[src/rtl/uart_tx_mmio.sv]
// uart_tx_mmio: memory-mapped UART transmitter with a small transmit FIFO.
//
// Ports:
//   i_clk   - single clock; all state updates on the rising edge
//   i_rst   - asynchronous active-high reset
//   i_sel   - peripheral select from the address decoder
//   i_we    - store strobe
//   i_add   - byte address; only bits [3:2] are decoded
//   i_data  - store data
//   o_data  - read data, combinational from i_add and current state
//   o_tx    - serial line (8N1, LSB first, idles high), registered
//   o_irq   - high while the FIFO is empty and the transmitter is idle
//
// Register map (i_add[3:2]):
//   0 TXDATA  write pushes i_data[7:0]; reads 0
//   1 STATUS  {.., overflow, busy, empty, full}; write with bit3=1 clears overflow
//   2,3       reserved, read 0, writes ignored
//
// FIFO_DEPTH must be a power of two and at least 2; CLKS_PER_BIT at least 2.

module uart_tx_mmio #(
  parameter int WIDTH        = 32,
  parameter int CLKS_PER_BIT = 16,
  parameter int FIFO_DEPTH   = 4
) (
  input  logic             i_clk,
  input  logic             i_rst,
  input  logic             i_sel,
  input  logic             i_we,
  input  logic [WIDTH-1:0] i_add,
  input  logic [WIDTH-1:0] i_data,
  output logic [WIDTH-1:0] o_data,
  output logic             o_tx,
  output logic             o_irq
);

  localparam int PW   = $clog2(FIFO_DEPTH);
  localparam int CNTW = PW + 1;
  localparam int BCW  = $clog2(CLKS_PER_BIT);
  localparam logic [BCW-1:0]  BIT_LAST   = BCW'(CLKS_PER_BIT - 1);
  localparam logic [CNTW-1:0] COUNT_FULL = CNTW'(FIFO_DEPTH);

  typedef enum logic [1:0] {S_IDLE, S_START, S_DATA, S_STOP} state_t;

  // Register state
  state_t          state_q, state_d;
  logic [BCW-1:0]  bit_cnt_q, bit_cnt_d;
  logic [2:0]      bit_idx_q, bit_idx_d;
  logic [7:0]      shift_q, shift_d;
  logic            tx_q, tx_d;
  logic [PW-1:0]   wr_ptr_q, wr_ptr_d;
  logic [PW-1:0]   rd_ptr_q, rd_ptr_d;
  logic [CNTW-1:0] count_q, count_d;
  logic            ovf_q, ovf_d;
  logic [7:0]      mem_q [FIFO_DEPTH];

  logic fifo_full, fifo_empty, busy;
  logic wr_txdata, wr_status, push, pop, ovf_event, bit_done;
  logic [7:0] head;

  // Only bits [3:2] of the address and [7:0] of the data carry meaning.
  logic unused_bits;
  assign unused_bits = ^{i_add[WIDTH-1:4], i_add[1:0], i_data[WIDTH-1:8]};

  assign fifo_full  = (count_q == COUNT_FULL);
  assign fifo_empty = (count_q == '0);
  assign busy       = (state_q != S_IDLE);
  assign head       = mem_q[rd_ptr_q];
  assign bit_done   = (bit_cnt_q == BIT_LAST);

  assign wr_txdata = i_sel & i_we & (i_add[3:2] == 2'd0);
  assign wr_status = i_sel & i_we & (i_add[3:2] == 2'd1);
  // Full is judged on the registered count, so a same-cycle pop never
  // makes room for a write that arrives while full.
  assign push      = wr_txdata & ~fifo_full;
  assign ovf_event = wr_txdata & fifo_full;

  // Transmit FSM: next state, serial output and FIFO pop request.
  always_comb begin
    state_d   = state_q;
    bit_cnt_d = bit_cnt_q;
    bit_idx_d = bit_idx_q;
    shift_d   = shift_q;
    tx_d      = tx_q;
    pop       = 1'b0;
    unique case (state_q)
      S_IDLE: begin
        tx_d = 1'b1;
        if (!fifo_empty) begin
          pop       = 1'b1;
          shift_d   = head;
          tx_d      = 1'b0;
          bit_cnt_d = '0;
          state_d   = S_START;
        end
      end
      S_START: begin
        if (bit_done) begin
          bit_cnt_d = '0;
          bit_idx_d = '0;
          tx_d      = shift_q[0];
          state_d   = S_DATA;
        end else begin
          bit_cnt_d = bit_cnt_q + 1'b1;
        end
      end
      S_DATA: begin
        if (bit_done) begin
          bit_cnt_d = '0;
          if (bit_idx_q == 3'd7) begin
            tx_d    = 1'b1;
            state_d = S_STOP;
          end else begin
            bit_idx_d = bit_idx_q + 1'b1;
            shift_d   = {1'b0, shift_q[7:1]};
            tx_d      = shift_q[1];
          end
        end else begin
          bit_cnt_d = bit_cnt_q + 1'b1;
        end
      end
      S_STOP: begin
        if (bit_done) begin
          bit_cnt_d = '0;
          if (!fifo_empty) begin
            // Chain straight into the next start bit with no idle gap.
            pop     = 1'b1;
            shift_d = head;
            tx_d    = 1'b0;
            state_d = S_START;
          end else begin
            state_d = S_IDLE;
          end
        end else begin
          bit_cnt_d = bit_cnt_q + 1'b1;
        end
      end
      default: state_d = S_IDLE;
    endcase
  end

  // FIFO pointers, occupancy and sticky overflow.
  always_comb begin
    wr_ptr_d = wr_ptr_q;
    rd_ptr_d = rd_ptr_q;
    count_d  = count_q;
    ovf_d    = ovf_q;
    if (push) wr_ptr_d = wr_ptr_q + 1'b1;
    if (pop)  rd_ptr_d = rd_ptr_q + 1'b1;
    case ({push, pop})
      2'b10:   count_d = count_q + 1'b1;
      2'b01:   count_d = count_q - 1'b1;
      default: count_d = count_q;
    endcase
    if (wr_status && i_data[3]) ovf_d = 1'b0;
    // A dropped write in the same cycle as a clear keeps the flag set.
    if (ovf_event) ovf_d = 1'b1;
  end

  always_ff @(posedge i_clk or posedge i_rst) begin
    if (i_rst) begin
      state_q   <= S_IDLE;
      bit_cnt_q <= '0;
      bit_idx_q <= '0;
      shift_q   <= '0;
      tx_q      <= 1'b1;
      wr_ptr_q  <= '0;
      rd_ptr_q  <= '0;
      count_q   <= '0;
      ovf_q     <= 1'b0;
    end else begin
      state_q   <= state_d;
      bit_cnt_q <= bit_cnt_d;
      bit_idx_q <= bit_idx_d;
      shift_q   <= shift_d;
      tx_q      <= tx_d;
      wr_ptr_q  <= wr_ptr_d;
      rd_ptr_q  <= rd_ptr_d;
      count_q   <= count_d;
      ovf_q     <= ovf_d;
    end
  end

  // FIFO storage needs no reset; occupancy alone says what is valid.
  always_ff @(posedge i_clk) begin
    if (push) mem_q[wr_ptr_q] <= i_data[7:0];
  end

  always_comb begin
    o_data = '0;
    if (i_add[3:2] == 2'd1) o_data[3:0] = {ovf_q, busy, fifo_empty, fifo_full};
  end

  assign o_tx  = tx_q;
  assign o_irq = fifo_empty & ~busy;

endmodule

[config.mk]
export PLATFORM = sky130hd
export DESIGN_NAME = uart_tx_mmio
export DESIGN_NICKNAME = d
export VERILOG_FILES = /design/src/rtl/uart_tx_mmio.sv
export SDC_FILE = /design/constraint.sdc
export NUM_CORES = 1
export LEC_CHECK = 0
export ABC_AREA = 1
export CORE_AREA = 5 5 87 89
export CTS_BUF_LIST = sky130_fd_sc_hd__clkbuf_8
export DETAILED_ROUTE_END_ITERATION = 12
export DIE_AREA = 0 0 92 94
export GPL_TIMING_DRIVEN = 1
export PLACE_DENSITY_LB_ADDON = 0.25
export SYNTH_ARGS = -nofsm -noshare
export SYNTH_HDL_FRONTEND = slang
export SYNTH_SLANG_ARGS = --single-unit
[constraint.sdc]
create_clock -name i_clk -period 2.42 [get_ports i_clk]
set_input_delay 0.484 -clock i_clk [delete_from_list [all_inputs] [get_ports i_clk]]
set_output_delay 0.484 -clock i_clk [all_outputs]
set_load 0.05 [all_outputs]
Word level (Yosys, flattened, before mapping) --
Memory sizes are Yosys's and may differ from the RTL's. Index checks and enable logic that the tools add are counted.
Word-level totals: ROM bits 0, bits in latches 0, output and inout bits 34, bits in writable memories 32, logic and storage cells 89, flip-flop bits (word level) 26, memories kept 1
Memories:
- mem_q | depth 4, width 8, read ports 1, clocked after Yosys merged registers in 0, write ports 1, line 55 | logic [7:0] mem_q [FIFO_DEPTH];
Cells by class: muxes and demuxes 35, multiply operators 0, reduce and logical (&&, ||, !) cells 14, shift operators 0, bitwise operators 8, $lt $le $gt $ge 0, divide/modulo/power cells 0, add/sub/neg operators 6, equal/unequal tests 16
Operators with widths (number):
- two-way mux 8 bit | 4
- one-hot mux 8 bit (3 select lines) | 1
- inequality test 2 bit, second input constant | 7
- two-way mux 1 bit | 13
- two-way mux 4 bit | 3
- one-hot mux 3 bit (2 select lines) | 2
- AND reduction 4 bit | 3
- two-way mux 2 bit | 5
- two-way mux 3 bit | 3
- one-hot mux 2 bit (4 select lines) | 1
- one-hot mux 4 bit (2 select lines) | 1
- nonzero test 2 bit | 4
- adder 3 x 1 -> 3 bit, second input constant | 2
- AND 1 bit | 6
- == test 2 x 1 -> 1 bit, second input constant | 3
- == test 2 bit, second input constant | 3
- == test 3 bit, second input constant | 2
- AND reduction 5 bit | 1
- adder 2 x 1 -> 2 bit, second input constant | 2
- adder 4 x 1 -> 4 bit, second input constant | 1
- == test 4 bit, second input constant | 1
- logical NOT 2 bit | 2
- one-hot mux 1 bit (4 select lines) | 1
- logical NOT 3 bit | 1
- other kinds (6) | 7

Depth between registers and ports, before layout --
word-level depth 6, gate-level depth with buffers 12, depth with buffers taken out 12

Worst setup path after synthesis --
OpenSTA, ideal clock, no wires.
path kind register to register, start reg bit_cnt_q[0], end reg count_q[2], setup time 0.131 ns, stages on the path, launching flop included 12, data arrival time 1.945 ns, path buffers 0, data required time 2.289 ns, path slack 0.344 ns, path through dfrtp_1 ha_1 nand3_4 o21ai_2 nand3_1 inv_1 ha_1 inv_1 fa_1 a21oi_1 o21ai_0 xor2_1
Between the ends: cells in the longest elaborated chain, start to end 5, elaborated cells on any way between the ends 7, classes of those cells eq/ne: 3; mux: 3; reduce/logical: 1
Ends and longest elaborated chain:
- start, declared | line 47 | logic [BCW-1:0] bit_cnt_q, bit_cnt_d;
- start signal, assigned | line 173 | bit_cnt_q <= bit_cnt_d;
- == test 4 bit (*) | line 69 | assign bit_done = (bit_cnt_q == BIT_LAST);
- two-way mux 1 bit (*) | line 123 | if (bit_done) begin
- one-hot mux 1 bit (2 select lines) (*) | line 86 | unique case (state_q)
- net pop | line 58 | logic wr_txdata, wr_status, push, pop, ovf_event, bit_done;
- == test 2 x 1 -> 1 bit or == test 2 bit (tied branches) | line 150 | case ({push, pop})
- one-hot mux 3 bit (2 select lines) or nonzero test 2 bit (tied branches)
- end signal, assigned | line 179 | count_q <= count_d;
- end, declared | line 53 | logic [CNTW-1:0] count_q, count_d;
The timed path passes the listed nets; every way through them passes the cells marked *. A chain may end at the register's enable or synchronous reset.

Final worst setup path --
start reg state_q[1], end reg count_q[2]
Between the ends: cells in the longest elaborated chain, start to end 4, elaborated cells on any way between the ends 7, classes of those cells eq/ne: 3; mux: 2; reduce/logical: 2
Ends and longest elaborated chain:
- start, declared | line 46 | state_t state_q, state_d;
- start signal, assigned | line 172 | state_q <= state_d;
- == test 2 bit or logical NOT 2 bit (tied branches) | line 86
- one-hot mux 1 bit (2 select lines) (*) | line 86
- net pop | line 58
- == test 2 x 1 -> 1 bit or == test 2 bit (tied branches) | line 150
- one-hot mux 3 bit (2 select lines) or nonzero test 2 bit (tied branches)
Marked as above.

==> impl_results.md <==
* Largest net degree at the start of global routing at 27
* Period utilisation layout at a little over 90%
* MaxCap Viol Count at 0
* Family with the most delay on the worst path: adder cells
* Placed Instances at 418
* Adder-Cell Fraction of Synth Area at 6.06%
* Starting Density at 45.1%
* Critical Path AT at 2.43 ns
* Synth cell types at 31
* Dpl cell area at between 3000 and 4000 sq um
* Non-Filler Instances at 434
* Total grt overflow at 0
* Cts hold-fix bufs at 0
* Final hold vios at 0
* Sequential cell area fraction in the yosys report at 53.5%
* Final setup skew at 0.00984 ns
* Slowest CP cell: dfrtp_1
* Cell mode on critical path: inv_1
* CTS root buf: clkbuf_8
* H-tree depth at 3
* Initial antenna violation count at 0
* Crit end category: flop
* Clock tree buffer depth at 2
* Reg clk slew, reported paths at approximately 0.07 ns
* CP Launch Type: flop
* Synth warn at 0
* Clk sinks at 58
* Fin crit period at 2.22 ns
* Setup Crit Path Kind: flop to flop
* Post-route ant nets at 0
* Pwr Total at 2.42 mW
* FMAX at 0.451 GHz
* Final instance area at 3490 sq um
* Simple-gate area share of the yosys netlist at 20.9%
* Metal3 WL at 229 um
* Residual DRC at 0
* Mapped cell area at 3010 sq um
* CP Data Required Time at approximately 2.6 ns
* Final setup fails at 0
* Synth-to-layout area growth at 15.9%
* Final WS setup at about 0.2 ns
* # IOs at 102
* Worst-skew pair later-pin latency at 0.33 ns
* Vias per std cell at 4.71
* PwrDens at 691 nW/um^2
* Share of cells above drive strength 1 at 12.1%
* Synthesized area per cell at approximately 9.6 sq um
* Mux contribution to synthesized area at 0%
* CP max FO at 4
* Die Y at 94 um
* IO Port Bufs at 19
* Min-Delay Path Class: flop to flop
* Number of global-route vias before repair at 1934
* Largest family of logic cells by synthesized area: simple AND/OR/NAND/NOR gates
* LEAKAGE at ~1.6 nW
* Die area at 8650 sq um
* CTS Buf Count at 9
* Status: finished clean
* Max IR drop VDD at 444 uV
* Met2 wire len at 2450 um
* CP bufs+invs at 4
* 1st-pass router iterations at 4
* WL met1 at approximately 2400 um
* Synthesized netlist cell count at 315
* Layout Nets at between 400 and 500
* Max incr delay on CP at 0.41 ns
* Routed len/inst at 11.9 um
* Core ar. at 6680 sq um
* Row count at 30
* Synth Area in XOR/XNOR at 1.74%
* Vias at 2043
* Cell Chain, Critical Path: inv_1 > ha_1 > inv_1 > o21ai_2 > nand3_2 > inv_1 > ha_1 > inv_1 > fa_1 > a21oi_1 > o21ai_0 > xor2_1
* RSZ-0062 raised after global routing: false
* Setup WS pre-CTS at 0.128 ns
* Highest routed layer: met4
* Die X at 92 um
* First-pass GRT wire length at 8890 um
* Flops & latches, synth at 58
* Gpl congestion at between 0.7 and 0.8
* Setup TNS at 0 ns
* DPL Wire Length at 3620 um
* Iter 0 DRT Violations at 86
* Tot GR Track Use at 13.1%
* Overall routed net length at 5150 um
* Complex-gate fraction of the synthesized area at 6.10%
* CTS tree: done
* # diodes at 0
* Max-slew violations at 0
[sequential cells by signal, summed over array words and instances, names as in the netlist]
register and count:
mem_q 32, bit_cnt_q 4, bit_idx_q 3, ovf_q 1
o_tx 1, wr_ptr_q 2, state_q 2, rd_ptr_q 2
shift_q 8, count_q 3
[layer usage]
metal	track usage, %	vias up
met5	0	-
met4	7.43	0
met3	2.64	7
met2	21.5	47
met1	16.2	942
li1	-	1047
[cell type report]
type	count	area [sq um]
clock buffers	10	138
clock inverters	6	58.8
fillers	606	3190
inverters	29	109
multi-input cells	222	1160
flip-flops and latches	58	1610
well taps	80	100
repair buffers	29	315
[worst paths after layout]
kind | end | cells past startpoint | slack [ns] | start
setup / recovery | count_q[2] | 12 | 0.20 | state_q[1]
hold reg to reg | bit_idx_q[0] | 1 | 0.49 | bit_idx_q[0]
min in group asynchronous | count_q[0] | 3 | 0.52 | i_rst
max in group asynchronous | o_tx | 3 | 1.60 | i_rst
hold / removal | bit_idx_q[0] | 1 | 0.49 | bit_idx_q[0]
setup reg to reg | count_q[2] | 12 | 0.20 | state_q[1]
[cells in the mapped netlist]
cell,number,area share [%]
a21oi_1,4,0.66
buf_2,2,0.33
buf_4,30,7.5
clkbuf_1,1,0.12
conb_1,1,0.12
dfrtp_1,25,21
dfstp_2,1,0.87
edfxtp_1,32,32
fa_1,1,0.66
ha_1,13,5.4
inv_1,27,3.4
inv_2,2,0.25
nand2_1,90,11
nand2_2,2,0.42
nand3_1,30,5.0
nand3_4,2,1.2
nand4_1,1,0.21
nor2_1,11,1.4
nor2_2,1,0.21
nor2_4,2,0.75
nor3_1,1,0.17
nor3b_1,1,0.25
o21ai_0,20,3.3
o21ai_1,3,0.50
o21ai_2,1,0.29
o21ai_4,1,0.54
o2bb2ai_1,1,0.29
o31ai_1,2,0.50
or2_1,1,0.21
xnor2_1,3,0.87
xor2_1,3,0.87
[report_power, final]
| group | internal [mW] | total, mW | switching [mW] |
|---|---|---|---|
| logic | 0.115 | 0.387 | 0.272 |
| clock network | 0.496 | 0.877 | 0.381 |
| registers | 1.11 | 1.15 | 0.0423 |
| total | 1.72 | 2.42 | 0.696 |
[per-stage QoR]
step,utilization [%],hold slack (ns)
2_1_floorplan,-,0.452
3_3_place_gp,49.3,0.475
3_5_place_dp,49.3,0.483
4_1_cts,52.2,0.492
5_1_grt,52.3,0.515
6_report,52.3,0.492
[what timing repair did]
item	4_1_cts	5_1_grt
setup endpoints to repair	0	1
resized for setup	0	1
hold endpoints to repair	0	0
setup buffers	0	0
[cells in the final DEF (no fill, tap or decap), types with 10 or more instances in the layout]
master            n
o21ai_0          20
nand3_1          29
clkdlybuf4s50_1  14
ha_1             13
nand2_1          90
nor2_1           11
conb_1           28
inv_1            28
edfxtp_1         32
dfrtp_1          25
buf_4            10
clkbuf_8         10
[cells by family after synthesis]
group           Yosys count
compound gates           32
xor+xnor                  6
fa+ha+maj                14
buf+inv                  62
flops                    58
other cells               1
simple gates            142
No activity file was read; power rests on OpenSTA's default activity.
